[config.mk]
export PLATFORM = sky130hd
export DESIGN_NAME = wr_ctrl
export DESIGN_NICKNAME = d
export VERILOG_FILES = /design/src/rtl/fifo_pkg.sv /design/src/rtl/fifo_gray2bin.sv /design/src/rtl/wr_ctrl.sv
export SDC_FILE = /design/constraint.sdc
export NUM_CORES = 1
export LEC_CHECK = 0
export ABC_AREA = 1
export CAP_MARGIN = 20
export CORE_UTILIZATION = 35
export CTS_CLUSTER_SIZE = 10
export DETAILED_ROUTE_END_ITERATION = 8
export MAX_ROUTING_LAYER = met4
export SLEW_MARGIN = 25
export SYNTH_ARGS = -nofsm -noshare
export SYNTH_HDL_FRONTEND = slang
export SYNTH_SLANG_ARGS = --single-unit
[constraint.sdc]
create_clock -name wclk -period 2.5 [get_ports wclk]
set_clock_uncertainty 0.1 [all_clocks]
set_input_delay 0.5 -clock wclk [delete_from_list [all_inputs] [get_ports wclk]]
set_output_delay 0.5 -clock wclk [all_outputs]
set_load 0.03 [all_outputs]
[src/rtl/fifo_pkg.sv]
// Shared definitions for the asynchronous FIFO: default geometry and the
// Gray-code helpers used by both the write-side and read-side controllers.
package fifo_pkg;

  localparam int DEFAULT_ADDR_WIDTH = 4;
  // Pointers carry one wrap bit above the RAM address: PTR_W = ADDR_WIDTH + 1.
  localparam int DEFAULT_PTR_W      = DEFAULT_ADDR_WIDTH + 1;

  // Helpers operate on a wide container. Zero-extended inputs convert
  // correctly at any narrower width, so callers size-cast in and out.
  localparam int MAX_PTR_W = 32;

  function automatic logic [MAX_PTR_W-1:0] bin2gray(input logic [MAX_PTR_W-1:0] b);
    return (b >> 1) ^ b;
  endfunction

  function automatic logic [MAX_PTR_W-1:0] gray2bin(input logic [MAX_PTR_W-1:0] g);
    logic [MAX_PTR_W-1:0] b;
    b[MAX_PTR_W-1] = g[MAX_PTR_W-1];
    for (int i = MAX_PTR_W - 2; i >= 0; i--) begin
      b[i] = b[i+1] ^ g[i];
    end
    return b;
  endfunction

endpackage

[src/rtl/fifo_gray2bin.sv]
// Gray-to-binary converter: each binary bit is the XOR of all Gray bits at
// and above it. Shared by the write and read controllers for level logic.
module fifo_gray2bin #(
  parameter int W = fifo_pkg::DEFAULT_PTR_W
) (
  input  logic [W-1:0] gray,
  output logic [W-1:0] bin
);

  for (genvar i = 0; i < W; i++) begin : g_bit
    assign bin[i] = ^(gray >> i);
  end

endmodule

[src/rtl/wr_ctrl.sv]
// Write-side pointer and flag controller of the asynchronous FIFO; everything
// here runs in the write clock domain.
module wr_ctrl
  import fifo_pkg::*;
#(
  parameter int ADDR_WIDTH   = DEFAULT_ADDR_WIDTH,
  parameter int AFULL_THRESH = 12
) (
  input  logic                  wclk,
  input  logic                  wrst,
  input  logic                  winc,
  input  logic [ADDR_WIDTH:0]   wq2_rptr,
  output logic [ADDR_WIDTH:0]   wptr,
  output logic [ADDR_WIDTH-1:0] waddr,
  output logic                  full,
  output logic                  almost_full,
  output logic                  overflow,
  output logic [ADDR_WIDTH:0]   wlevel
);

  localparam int PTR_W = ADDR_WIDTH + 1;

  logic [PTR_W-1:0] wbin;
  logic [PTR_W-1:0] wbin_next;
  logic [PTR_W-1:0] wgray_next;
  logic [PTR_W-1:0] rbin_s;
  logic [PTR_W-1:0] level_next;
  logic [PTR_W-1:0] rptr_full;
  logic             wen;

  fifo_gray2bin #(.W(PTR_W)) u_rptr_g2b (
    .gray (wq2_rptr),
    .bin  (rbin_s)
  );

  always_comb begin
    // NOTE: every signal driven here is assigned on every pass through the
    // block, so no storage (latch) is implied.
    wen        = winc & ~full;
    wbin_next  = wbin + PTR_W'(wen);
    wgray_next = PTR_W'(bin2gray(MAX_PTR_W'(wbin_next)));
    level_next = wbin_next - rbin_s;
    // Full when the write pointer is exactly one lap ahead of the read pointer:
    // in Gray form that is the read pointer with its top two bits inverted.
    rptr_full  = {~wq2_rptr[ADDR_WIDTH -: 2], wq2_rptr[ADDR_WIDTH-2:0]};
  end

  // wptr comes straight from a flop so it is glitch-free for synchronisation.
  always_ff @(posedge wclk) begin
    // NOTE: state registers use non-blocking assignments so every flop samples
    // pre-edge values regardless of statement order.
    if (wrst) begin
      wbin        <= '0;
      wptr        <= '0;
      full        <= 1'b0;
      almost_full <= 1'b0;
      overflow    <= 1'b0;
      wlevel      <= '0;
    end else begin
      wbin        <= wbin_next;
      wptr        <= wgray_next;
      full        <= (wgray_next == rptr_full);
      almost_full <= (level_next >= PTR_W'(AFULL_THRESH));
      overflow    <= overflow | (winc & full);
      wlevel      <= level_next;
    end
  end

  assign waddr = wbin[ADDR_WIDTH-1:0];

endmodule

==> impl_metrics.env, run 1 <==
export IMPL_status="finished, final reports clean"
export IMPL_period_minus_slack_ns=2.38
export IMPL_finalCritPeriodShare_pct=95.3
export IMPL_die_x_um=53.9
export IMPL_p_leak_nw=0.742
export IMPL_synth_top_area_share_pct=36.2
export IMPL_power_density_mw_per_mm2=549
export IMPL_dieArea_mm2=0.00290
export IMPL_syn_avg_cell_area_um2=6.97
export IMPL_synth_top_cell_by_area="dfxtp_1"
export IMPL_vias=902
export IMPL_max_cap_violations=0
export IMPL_reg2reg_to="almost_full$_SDFF_PP0_"
export IMPL_worstMarginPinSlew_ns=0.312
export IMPL_synth_xor_area_share_pct=10.1
export IMPL_synth_ff_type="dfxtp_1"
export IMPL_synthDistinctLibCells=18
export IMPL_clock_sinks=17
export IMPL_reg2reg_slack_ns=0.49
export IMPL_clk_pin_slew_ns=0.09
export IMPL_place_gp_congestion=0.858
export IMPL_synth_most_common_cell="nand2_1"
export IMPL_crit_slowest_cell="clkdlybuf4s50_1"
export IMPL_drt_wl_total_um=1990
export IMPL_cp_top_family="buffers and inverters"
export IMPL_synthTopCellsByCount="nand2_1 (38), inv_1 (22), dfxtp_1 (17)"
export IMPL_h_tree_depth=1
export IMPL_die_h_um=53.9
export IMPL_muxShareOfSynthArea_pct=0
export IMPL_synth_simple_gate_area_share_pct=34.0
export IMPL_worstSetupStartpointType="input port"
export IMPL_wl_met3_um=46
export IMPL_synth_edff_count=0
export IMPL_cts_buffer_depth=2
export IMPL_drt_iter0_markers=14
export IMPL_syn_inst=135
export IMPL_hold_viol_final=0
export IMPL_crit_path_start="winc"
export IMPL_insertion_delay_ns=0.28
export IMPL_hp_class="register to register"
export IMPL_detail_route_antenna_nets=0
export IMPL_synth_warnings=0
export IMPL_root_buffer="clkbuf_4"
export IMPL_place_hpwl_um=1660
export IMPL_crit_path_end_kind="register"
export IMPL_grt_antenna_before_repair=0
export IMPL_ir_worst_vdd_uv=432
export IMPL_grt_pass1_vias=870
export IMPL_crit_chain="clkdlybuf4s50_1 -> inv_1 -> nor2_2 -> ha_2 -> nand3_1 -> xor2_2 -> inv_2 -> ha_1 -> a21oi_1 -> nand3_1 -> nand2_1 -> nand2_1"
export IMPL_r2r_start="full$_SDFF_PP0_"
export IMPL_met1_length_um=988
export IMPL_fin_nets=197
export IMPL_syn_nets=149
export IMPL_slew_headroom_pct=79.1
export IMPL_cp_slowest_stage_delay_ns=0.47
export IMPL_dp_cells=207
export IMPL_grt_usage_pct=17.6
export IMPL_synth_fa_ha_area_share_pct=7.98
export IMPL_fillers=238
export IMPL_p_total_uw=795
export IMPL_ys_ff_latch=17
export IMPL_fin_cells=212
export IMPL_synth_top_family_by_area="simple AND/OR/NAND/NOR gates"
export IMPL_finish_utilization_pct=57.9
export IMPL_core_area_mm2=0.00250
export IMPL_grt_pass1_wl_um=3530
export IMPL_r2r_cells=14
export IMPL_cp_depth=12
export IMPL_viasPerCell=4.25
export IMPL_finalSetupTns_ns=0
export IMPL_async_reset_ff_share_pct=0
export IMPL_drive_gt1_share_pct=22.0
export IMPL_grt_max_degree=13
export IMPL_wl_per_cell_um=9.36
export IMPL_endpoint="almost_full$_SDFF_PP0_"
export IMPL_wl_met2_um=932
export IMPL_path_buf_inv=3
export IMPL_io_buffers=24
export IMPL_routed_top_layer="met4"
export IMPL_synth_compound_area_share_pct=2.13
export IMPL_required_ns=2.58
export IMPL_overflow=0
export IMPL_min_path_cells=2
export IMPL_placementRows=18
export IMPL_cts_made_buffers=3
export IMPL_synth_area_leaders="dfxtp_1 (36%), nand2_1 (15%), inv_1 (8.8%), ha_1 (8.0%), xor2_1 (6.5%)"
export IMPL_ys_seq_area_share_pct=36.2
export IMPL_cp_max_fo=3
export IMPL_syn_cell_area_um2=941
export IMPL_fmax_ghz=0.420
export IMPL_ios=25
export IMPL_critPathKind="input port to register"
export IMPL_slew_violations=0
export IMPL_diodes=0
export IMPL_cts_tree="yes"
export IMPL_critPathArrivalTime_ns=2.46
export IMPL_setup_viol=0
export IMPL_hold_buffers=0
export IMPL_start_util_pct=37.6
export IMPL_first_pass_iters=5
export IMPL_drc_errors=0
export IMPL_syn2layout_area_growth_pct=53.7
export IMPL_rsz0062_at_grt="false"
[final cells by class]
type	count	area, um2	share of cell area [%]
clock buffer	4	26.3	1.82
inverter	23	86.3	5.97
multi-input combinational	94	561	38.8
sequential	17	340	23.5
tap	30	37.5	2.60
timing repair buffer	44	395	27.3
[worst min path at each step]
stage | to | start | slack, ns
global route | overflow$_SDFF_PP0_ | overflow$_SDFF_PP0_ | 0.43
CTS | overflow$_SDFF_PP0_ | overflow$_SDFF_PP0_ | 0.41
detailed placement | overflow$_SDFF_PP0_ | overflow$_SDFF_PP0_ | 0.38
finish | overflow$_SDFF_PP0_ | overflow$_SDFF_PP0_ | 0.40
floorplan | wptr[4]$_SDFF_PP0_ | wrst | 0.47
global placement | overflow$_SDFF_PP0_ | overflow$_SDFF_PP0_ | 0.35
[flip-flops by register name, indices dropped and copies added (netlist names)]
| register | flops |
|---|---|
| wlevel | 5 |
| wptr | 5 |
| wbin | 4 |
| almost_full | 1 |
| full | 1 |
| overflow | 1 |
[metrics by stage]
step | instance area [um2] | worst slack [ns] | hold WS [ns]
floorplan | 941 | 0.298 | 0.469
global placement | 1360 | -0.268 | 0.347
detailed placement | 1360 | -0.283 | 0.384
CTS | 1380 | 0.0115 | 0.406
global route | 1450 | 0.00569 | 0.429
finish | 1450 | 0.118 | 0.404
[timing repair]
item,4_1_cts,5_1_grt
gates resized for setup,0,11
setup endpoints to repair,0,4
buffers inserted,0,1
endpoints found under the hold margin,0,0
[power breakdown]
| part | switching, mW | internal (mW) | total, mW |
|---|---|---|---|
| Sequential | 0.00973 | 0.301 | 0.310 |
| Combinational | 0.182 | 0.163 | 0.346 |
| Clock | 0.0769 | 0.0618 | 0.139 |
| Total | 0.269 | 0.526 | 0.795 |
[layout by cell type, fill, tap and decap left out]
master | synthesis | final
nand3b_1 | 1 | 1
dlymetal6s2s_1 | 0 | 2
nand2_1 | 38 | 38
nand3_2 | 1 | 2
clkdlybuf4s50_1 | 0 | 22
ha_1 | 6 | 3
xnor2_1 | 2 | 2
a21oi_1 | 4 | 4
clkbuf_1 | 1 | 1
inv_2 | 1 | 2
ha_4 | 0 | 2
ha_2 | 0 | 1
or2_0 | 1 | 1
nor2_2 | 1 | 2
nand2_2 | 5 | 5
nor2_1 | 16 | 15
nand3_1 | 10 | 9
xor2_2 | 1 | 3
xor2_1 | 7 | 5
nand4_1 | 1 | 1
dfxtp_1 | 17 | 17
buf_4 | 0 | 20
clkbuf_4 | 0 | 3
inv_1 | 22 | 21
[tightest hold or removal path, stage by stage (launching register included)]
cell and delay [ns]:
dfxtp_1 0.34, a21oi_1 0.04, nor2_1 0.09
[logic make-up after synthesis]
family,count (synthesis)
simple gates,74
xor+xnor,10
flops,17
compound gates,4
fa+ha+maj,6
buf+inv,24
[layer usage]
metal  vias to the layer above  track usage [%]
li1                        500                -
met1                       380             22.4
met2                        20             27.2
met3                         2             1.69
met4                         0             9.65
met5                         -                -
Power figures use the tool's default switching activity.
==> inputs of run 2 (changes only) <==
--- a/config.mk
+++ b/config.mk
@@ -11,7 +11,7 @@
 export CTS_CLUSTER_SIZE = 10
 export DETAILED_ROUTE_END_ITERATION = 8
 export MAX_ROUTING_LAYER = met4
-export SLEW_MARGIN = 25
+export SLEW_MARGIN = 10
 export SYNTH_ARGS = -nofsm -noshare
 export SYNTH_HDL_FRONTEND = slang
 export SYNTH_SLANG_ARGS = --single-unit
==> results of run 2 <==
Final layout, timing and power as in run 1 (identical DEF).
==> inputs of run 3 (changes only) <==
==> constraint.sdc (replaced) <==
create_clock -name wclk -period 2.5 [get_ports wclk]
set_clock_uncertainty 0.1 [all_clocks]
set_input_delay 0.5 -clock wclk [delete_from_list [all_inputs] [get_ports wclk]]
set_output_delay 0.5 -clock wclk [all_outputs]
set_load 0.05 [all_outputs]
==> results of run 3 <==
The final DEF is identical to that of run 1. Status: finished, final reports clean.
Among the figures that moved: total power 0.795 mW -> 0.839 mW; worst IR drop on VDD 432 uV -> 489 uV
